File: src/rtl/accelerator_pkg.sv
// Shared accelerator definitions.
// Buffer geometry and controller state encoding.
package accelerator_pkg;

  localparam int ROW_NUM = 32;
  localparam int COL_NUM = 32;
  localparam int PTR_W   = 5;
  localparam int CNT_W   = 6;

  typedef enum logic [1:0] {
    IDLE = 2'd0,
    LOAD = 2'd1,
    DONE = 2'd2
  } state_t;

endpackage

File: src/rtl/weight_load_ctrl.sv
// Weight load controller.
// Streams row beats into the horizontal buffer, one row per beat.
module weight_load_ctrl #(
  parameter int ROW_NUM = accelerator_pkg::ROW_NUM,
  parameter int COL_NUM = accelerator_pkg::COL_NUM
) (
  input  logic                 clk,
  input  logic                 reset,
  input  logic                 start,
  input  logic [4:0]           start_row,
  input  logic [5:0]           num_rows,
  input  logic                 in_valid,
  input  logic [COL_NUM*8-1:0] in_data,
  output logic                 in_ready,
  output logic [ROW_NUM-1:0]   wb_en,
  output logic [COL_NUM*8-1:0] wb_row_data,
  output logic                 busy,
  output logic                 done
);

  import accelerator_pkg::*;

  localparam logic [PTR_W-1:0] ROW_MAX = PTR_W'(ROW_NUM - 1);
  localparam logic [CNT_W-1:0] ROW_CAP = CNT_W'(ROW_NUM);

  state_t             state;
  state_t             state_next;
  logic [PTR_W-1:0]   row_ptr;
  logic [CNT_W-1:0]   remaining;
  logic [CNT_W-1:0]   eff_rows;
  logic               start_hit;
  logic               accept;
  logic [ROW_NUM-1:0] row_onehot;

  // Clamp the request to the buffer depth and decode the row pointer.
  always_comb begin
    eff_rows   = (num_rows > ROW_CAP) ? ROW_CAP : num_rows;
    row_onehot = '0;
    row_onehot[row_ptr] = 1'b1;
  end

  // Next-state logic; beats are only taken while loading.
  always_comb begin
    state_next = state;
    start_hit  = 1'b0;
    accept     = 1'b0;
    unique case (state)
      IDLE: begin
        if (start) begin
          start_hit  = 1'b1;
          state_next = (eff_rows != '0) ? LOAD : DONE;
        end
      end
      LOAD: begin
        if (in_valid) begin
          accept = 1'b1;
          if (remaining == CNT_W'(1)) begin
            state_next = DONE;
          end
        end
      end
      DONE: begin
        state_next = IDLE;
      end
      default: begin
        state_next = IDLE;
      end
    endcase
  end

  // State register.
  always_ff @(posedge clk or posedge reset) begin
    if (reset) begin
      state <= IDLE;
    end else begin
      state <= state_next;
    end
  end

  // Row pointer, remaining count and the registered write port.
  always_ff @(posedge clk or posedge reset) begin
    if (reset) begin
      row_ptr     <= '0;
      remaining   <= '0;
      wb_en       <= '0;
      wb_row_data <= '0;
    end else begin
      wb_en <= accept ? row_onehot : '0;
      if (accept) begin
        wb_row_data <= in_data;
      end
      if (start_hit) begin
        row_ptr   <= start_row;
        remaining <= eff_rows;
      end else if (accept) begin
        row_ptr   <= (row_ptr == ROW_MAX) ? '0 : row_ptr + 1'b1;
        remaining <= remaining - 1'b1;
      end
    end
  end

  // Status decoded straight from the state register.
  always_comb begin
    in_ready = (state == LOAD);
    busy     = (state != IDLE);
    done     = (state == DONE);
  end

endmodule

File: config.mk
export PLATFORM = sky130hd
export DESIGN_NAME = weight_load_ctrl
export DESIGN_NICKNAME = d
export VERILOG_FILES = /design/src/rtl/accelerator_pkg.sv /design/src/rtl/weight_load_ctrl.sv
export SDC_FILE = /design/constraint.sdc
export NUM_CORES = 1
export LEC_CHECK = 0
export CAP_MARGIN = 20
export CORE_AREA = 3 3 215 217
export DETAILED_ROUTE_END_ITERATION = 6
export DIE_AREA = 0 0 218 220
export SYNTH_ARGS = -nofsm -noshare
export SYNTH_HDL_FRONTEND = slang
export SYNTH_SLANG_ARGS = --single-unit
File: constraint.sdc
create_clock -name clk -period 9.5 [get_ports clk]
set_input_delay 1.425 -clock clk [delete_from_list [all_inputs] [get_ports clk]]
set_output_delay 1.425 -clock clk [all_outputs]
set_load 0.02 [all_outputs]
==> results of run 1 <==
-- synthesized netlist by cell type, types with 3 or more instances --
| master | count |
|---|---|
| sky130_fd_sc_hd__nand2_1 | 778 |
| sky130_fd_sc_hd__dfrtp_1 | 301 |
| sky130_fd_sc_hd__nor2_1 | 41 |
| sky130_fd_sc_hd__clkbuf_1 | 27 |
| sky130_fd_sc_hd__buf_4 | 23 |
| sky130_fd_sc_hd__buf_2 | 12 |
| sky130_fd_sc_hd__inv_1 | 9 |
| sky130_fd_sc_hd__nand3_1 | 8 |
| sky130_fd_sc_hd__ha_1 | 7 |
| sky130_fd_sc_hd__a31oi_1 | 5 |
| sky130_fd_sc_hd__o21ai_0 | 4 |
| sky130_fd_sc_hd__a21oi_1 | 3 |
| sky130_fd_sc_hd__a32oi_1 | 3 |
| sky130_fd_sc_hd__nand3b_1 | 3 |
| sky130_fd_sc_hd__nor3_1 | 3 |
-- cells in the final DEF, fill, tap and decap left out, types with 2 or more instances in the layout --
cell	instances
sky130_fd_sc_hd__clkbuf_16	37
sky130_fd_sc_hd__bufinv_16	2
sky130_fd_sc_hd__nor3_1	3
sky130_fd_sc_hd__and3_1	2
sky130_fd_sc_hd__o211ai_1	2
sky130_fd_sc_hd__a31oi_1	5
sky130_fd_sc_hd__inv_1	8
sky130_fd_sc_hd__a211oi_1	2
sky130_fd_sc_hd__a21oi_1	3
sky130_fd_sc_hd__buf_4	5
sky130_fd_sc_hd__nand2_1	778
sky130_fd_sc_hd__nand3b_1	3
sky130_fd_sc_hd__clkbuf_1	7
sky130_fd_sc_hd__clkinvlp_4	2
sky130_fd_sc_hd__ha_1	7
sky130_fd_sc_hd__nand3_1	8
sky130_fd_sc_hd__clkbuf_8	8
sky130_fd_sc_hd__or4_1	2
sky130_fd_sc_hd__clkinv_2	3
sky130_fd_sc_hd__buf_12	2
sky130_fd_sc_hd__dfrtp_1	301
sky130_fd_sc_hd__nor4_1	2
sky130_fd_sc_hd__clkdlybuf4s50_1	561
sky130_fd_sc_hd__o21ai_0	4
sky130_fd_sc_hd__nor2_1	41
sky130_fd_sc_hd__nand4b_1	2
sky130_fd_sc_hd__a32oi_1	3
sky130_fd_sc_hd__clkinv_4	2
-- final timing paths --
check / startpoint / to / slack, ns / cells after the start
worst max-delay path: in_valid / wb_row_data[65]$_DFFE_PP0P_ / 5.87 / 5
worst max register to register: state[1]$_DFFE_PP0P_ / wb_row_data[17]$_DFFE_PP0P_ / 6.75 / 5
min in group asynchronous: reset / wb_row_data[75]$_DFFE_PP0P_ / 1.41 / 3
max in group asynchronous: reset / wb_en[30]$_DFF_PP0_ / 6.69 / 4
worst min register to register: wb_row_data[176]$_DFFE_PP0P_ / wb_row_data[176]$_DFFE_PP0P_ / 0.47 / 2
worst min-delay path: wb_row_data[176]$_DFFE_PP0P_ / wb_row_data[176]$_DFFE_PP0P_ / 0.47 / 2
-- kinds of logic after synthesis --
group	count (synthesis)	share of synthesized area [%]
mux	1	0.0872
compound gates	22	1.30
buf+inv	74	3.37
xor+xnor	1	0.0763
simple gates	851	28.8
fa+ha+maj	7	0.763
flops	301	65.6
-- layer usage --
metal  GRT usage [%]  vias up  routed length, um
li1                -     4912                  -
met1            18.2     4767              15100
met2            27.0      398              19300
met3            6.33       54               3940
met4            4.94        0                998
met5               0        -                  0
-- sequential cells by signal, summed over array words and instances (netlist names) --
| register | count |
|---|---|
| wb_row_data | 256 |
| wb_en | 32 |
| remaining | 6 |
| row_ptr | 5 |
| state | 2 |
-- where the power goes --
part	switching, W	total, W	internal [W]
combinational	0.00164	0.00293	0.00129
clock	0.000531	0.00136	0.000828
sequential	0.000337	0.00218	0.00184
-- cell type report --
cell class	instances	area, um^2	area share [%]
sequential	301	7530	40.2
timing repair buffer	569	5720	30.5
multi-input combinational	882	3560	19.0
clock buffer	52	1060	5.66
tap	592	741	3.95
clock inverter	8	100	0.534
inverter	9	37.5	0.200
-- metrics by stage --
stage	hold WS, ns	utilization [%]	area, um^2
global route	0.491	42.3	18800
detailed placement	0.461	39.6	17600
floorplan	0.508	-	11500
global placement	0.456	39.6	17600
CTS	0.475	42.3	18700
finish	0.469	42.3	18800
-- worst reg2reg max path: stages (launching register included) --
cell	delay (ns)
sky130_fd_sc_hd__dfrtp_1	0.47
sky130_fd_sc_hd__nand3b_4	0.50
sky130_fd_sc_hd__buf_4	0.64
sky130_fd_sc_hd__buf_4	0.77
sky130_fd_sc_hd__nand2_1	0.22
sky130_fd_sc_hd__nand2_1	0.09
==> impl_metrics.env, run 1 <==
export IMPL_fmaxAchievable_mhz=276
export IMPL_grt_overflow_total=0
export IMPL_setup_slack_ns=5.87
export IMPL_cts_bufs_inserted=36
export IMPL_route_detailed_vias_per_inst=4.20
export IMPL_initialDrtViolationCount=625
export IMPL_final_setup_skew_ns=0.0144
export IMPL_post_synth_instance_area_um2=11500
export IMPL_setup_viol=0
export IMPL_crit_top_cell="sky130_fd_sc_hd__nand2_1"
export IMPL_dp_cells=2352
export IMPL_layout_overhead_on_the_synthesized_area_pct=63.4
export IMPL_detailedPlacementHpwl_um=28000
export IMPL_cp_max_fo=93
export IMPL_port_buffer_count=561
export IMPL_gp_congestion=0.803
export IMPL_dr_pass1_iters=4
export IMPL_grt_antenna_before_repair=0
export IMPL_worst_path_dominant_cell_family="buffers and inverters"
export IMPL_cp_slowest_cell="sky130_fd_sc_hd__and3b_4"
export IMPL_finish_net_count=2077
export IMPL_timing_critical_path_from_type="input port"
export IMPL_cts_tree="done"
export IMPL_end_kind="register"
export IMPL_synthDominantCellAreaShare_pct=65.6
export IMPL_design_core_area_um2=44300
export IMPL_grt_setup_unrepaired="false"
export IMPL_tritoncts_num_sinks=301
export IMPL_gate_count_after_technology_mapping=1257
export IMPL_crit_chain="clkdlybuf4s50_1, and3b_4, buf_4, nand2_1, nand2_1"
export IMPL_insertion_delay_ns=0.53
export IMPL_timing_final_crit_share_pct=38.2
export IMPL_timing_final_hold_violations=0
export IMPL_ir_drop_uv=182
export IMPL_grt_max_degree=157
export IMPL_layout_drive_gt1_share_pct=3.68
export IMPL_drt_wirelength_per_cell_um=16.3
export IMPL_post_cts_setup_buffer_count=0
export IMPL_synth_largest_area_cell="sky130_fd_sc_hd__dfrtp_1"
export IMPL_drc=0
export IMPL_post_synth_cell_area_avg_um2=9.13
export IMPL_worst_path_buffer_plus_inverter_count=2
export IMPL_htree_num_levels=2
export IMPL_synth_seq_cells=301
export IMPL_criticalPathCategory="in -> reg"
export IMPL_grt_pass1_wl_um=59800
export IMPL_synth_distinct_cells=38
export IMPL_critical_path_arrival_ns=4.09
export IMPL_synth_top_cells_by_area="sky130_fd_sc_hd__dfrtp_1 66%, sky130_fd_sc_hd__nand2_1 25%, sky130_fd_sc_hd__buf_4 1.5%, sky130_fd_sc_hd__nor2_1 1.3%, sky130_fd_sc_hd__clkbuf_1 0.88%"
export IMPL_vias_in_the_first_global_route=10325
export IMPL_tns_ns=0
export IMPL_routed_via_count=10131
export IMPL_root_buffer="sky130_fd_sc_hd__clkbuf_16"
export IMPL_top_flip_flop_cell_by_instance_count_after_synthesis="sky130_fd_sc_hd__dfrtp_1"
export IMPL_p_total_w=0.00647
export IMPL_postSynthNetCount=1535
export IMPL_die_h_um=220
export IMPL_max_capacitance_violation_count=0
export IMPL_grt_usage_pct=15.8
export IMPL_ios=562
export IMPL_postCtsResizedCells=0
export IMPL_slew_headroom_pct=29.4
export IMPL_worst_endpoint_required_ns=9.96
export IMPL_path_type_of_the_worst_min_delay_path="reg -> reg"
export IMPL_synth_seq_area_share_pct=65.6
export IMPL_power_density_cell_area_nw_per_um2=345
export IMPL_cp_slowest_stage_delay_ns=0.85
export IMPL_layout_filler_cells=4322
export IMPL_antenna_cells=0
export IMPL_cts_hold_buffers_added=0
export IMPL_routed_wl_um=39300
export IMPL_async_sr_flop_fraction_pct=100
export IMPL_worstMarginPinSlew_ns=1.06
export IMPL_final_max_slew_viol_count=0
export IMPL_power_leakage_nw=8.99
export IMPL_yosysWarningCount=0
export IMPL_finalNonFillerCells=2413
export IMPL_run_status="finished, final reports clean"
export IMPL_row_count=77
export IMPL_dieWidth_um=218
export IMPL_starting_density_pct=25.9
export IMPL_antenna_violating_nets_remaining=0
export IMPL_dp_slack_ns=5.25
export IMPL_design_die_area_um2=48000
export IMPL_clockBufferDepth=3
export IMPL_layout_min_cycle_time_ns=3.63
export IMPL_synth_edff_count=0
export IMPL_post_cts_clock_slew_at_the_launch_and_capture_registers_of_the_worst_setup_and_hold_paths_ns=0.06
Power figures use the tool's default switching activity.
==> run 2: changes to the inputs <==
clock period = 3.05 ns   (was 9.5 ns; I/O delays follow)
==> impl_metrics.env, run 2 (same netlist as run 1, synthesis figures left out) <==
export IMPL_dieWidth_um=218
export IMPL_antenna_violating_nets_remaining=0
export IMPL_grt_max_degree=122
export IMPL_port_buffer_count=561
export IMPL_path_type_of_the_worst_min_delay_path="in -> async"
export IMPL_design_die_area_um2=48000
export IMPL_largest_register="wb_row_data"
export IMPL_tritoncts_num_sinks=301
export IMPL_layout_overhead_on_the_synthesized_area_pct=64.6
export IMPL_final_max_slew_viol_count=0
export IMPL_route_detailed_vias_per_inst=4.20
export IMPL_slew_headroom_pct=51.3
export IMPL_run_status="finished, final reports clean"
export IMPL_vias_in_the_first_global_route=10436
export IMPL_cts_bufs_inserted=36
export IMPL_end_kind="output pin"
export IMPL_drt_wirelength_per_cell_um=16.2
export IMPL_launching_point_of_the_worst_reg2reg_path="row_ptr[0]$_DFFE_PP0P_"
export IMPL_dr_pass1_iters=5
export IMPL_layout_drive_gt1_share_pct=4.21
export IMPL_clockBufferDepth=3
export IMPL_ir_drop_uv=650
export IMPL_power_density_cell_area_nw_per_um2=1070
export IMPL_layout_min_cycle_time_ns=2.47
export IMPL_tns_ns=0
export IMPL_timing_final_crit_share_pct=81.1
export IMPL_power_leakage_nw=9.06
export IMPL_grt_setup_unrepaired="false"
export IMPL_cts_hold_buffers_added=0
export IMPL_cts_tree="done"
export IMPL_finalNonFillerCells=2422
export IMPL_dp_cells=2367
export IMPL_worstMarginPinSlew_ns=0.730
export IMPL_grt_usage_pct=15.7
export IMPL_gp_congestion=0.832
export IMPL_largest_reg_flops=256
export IMPL_ios=562
export IMPL_max_capacitance_violation_count=0
export IMPL_final_setup_skew_ns=0.0133
export IMPL_antenna_cells=0
export IMPL_insertion_delay_ns=0.52
export IMPL_row_count=77
export IMPL_grt_overflow_total=0
export IMPL_die_h_um=220
export IMPL_cp_max_fo=9
export IMPL_criticalPathCategory="reg -> out"
export IMPL_post_cts_setup_buffer_count=0
export IMPL_grt_pass1_wl_um=59300
export IMPL_timing_critical_path_from_type="register"
export IMPL_drc=0
export IMPL_starting_density_pct=25.9
export IMPL_postCtsResizedCells=0
export IMPL_detailedPlacementHpwl_um=28700
export IMPL_finish_net_count=2091
export IMPL_mostFrequentLayoutCells="778 x sky130_fd_sc_hd__nand2_1, 561 x sky130_fd_sc_hd__clkdlybuf4s50_1, 301 x sky130_fd_sc_hd__dfrtp_1, 41 x sky130_fd_sc_hd__nor2_1, 37 x sky130_fd_sc_hd__clkbuf_16"
export IMPL_post_cts_clock_slew_at_the_launch_and_capture_registers_of_the_worst_setup_and_hold_paths_ns=0.06
export IMPL_timing_final_hold_violations=0
export IMPL_fmaxAchievable_mhz=404
export IMPL_worst_endpoint_required_ns=2.59
export IMPL_regToRegEndpoint="row_ptr[3]$_DFFE_PP0P_"
export IMPL_fin_area_um2=18900
export IMPL_setup_viol=0
export IMPL_setup_worst_path_start="state[0]$_DFFE_PP0P_"
export IMPL_initialDrtViolationCount=608
export IMPL_routed_via_count=10176
export IMPL_ff2ff_setup_slack_ns=1.19
export IMPL_finish_utilization_pct=42.6
export IMPL_htree_num_levels=2
export IMPL_worst_r2r_cell_count=5
export IMPL_cell_area_placed_um2=17800
export IMPL_reg_largest_list="wb_row_data x256, wb_en x32, remaining x6"
export IMPL_routed_wl_um=39300
export IMPL_root_buffer="sky130_fd_sc_hd__clkbuf_16"
export IMPL_design_core_area_um2=44300
export IMPL_grt_antenna_before_repair=1
export IMPL_critical_path_arrival_ns=2.02
export IMPL_mostFrequentLayoutCell="sky130_fd_sc_hd__nand2_1"
## run 2: cell count changes in the layout (fill, tap and decap cells not counted), sizes merged
| cell | before | now |
|---|---|---|
| buf | 8 | 22 |
| clkinv | 5 | 3 |
| clkbuf | 52 | 49 |
## run 2: worst max path at each step
stage | slack [ns] | cells past startpoint | end
after floorplan | -1.41 | 1 | remaining[0]$_DFFE_PP0P_
after global placement | 0.79 | 5 | remaining[3]$_DFFE_PP0P_
after detailed placement | 0.76 | 5 | remaining[3]$_DFFE_PP0P_
after CTS | 0.52 | 3 | in_ready
after global routing | 0.41 | 3 | in_ready
final | 0.58 | 3 | in_ready
## run 2: report_power, final
group          total [W]  internal [W]  switching (W)
Combinational    0.00929       0.00415        0.00514
Sequential       0.00678       0.00573        0.00104
Clock            0.00410       0.00251        0.00160
## run 2: worst max-delay path, cell delays in order, from the launching register on
cell and delay, ns:
sky130_fd_sc_hd__dfrtp_1 0.53, sky130_fd_sc_hd__inv_1 0.10, sky130_fd_sc_hd__nor2_1 0.19, sky130_fd_sc_hd__clkdlybuf4s50_1 0.67
## run 2: per-layer routing
layer	vias up	share of wire, %	routed length [um]	track usage (%)
met2	436	48	19000	26.6
met3	69	10	3950	5.71
li1	4938	-	-	-
met5	-	0	0	0
met4	0	3.0	1190	6.04
met1	4733	39	15200	18.2
## run 2: stage by stage
step / hold slack [ns] / total power, W / setup WS (ns)
floorplan: 0.508 / 0.0114 / -1.41
global placement: 0.456 / 0.0161 / 0.789
detailed placement: 0.461 / 0.0162 / 0.762
CTS: 0.355 / 0.0205 / 0.517
global route: 0.385 / 0.0215 / 0.407
finish: 0.392 / 0.0202 / 0.577
## run 2: area by class of cell
cell class	count	area (um^2)
Timing Repair Buffer	583	5910
Sequential cell	301	7530
Fill cell	4280	25400
Inverter	9	37.5
Tap cell	592	741
Clock buffer	49	1030
Multi-Input combinational cell	882	3560
Clock inverter	6	82.6
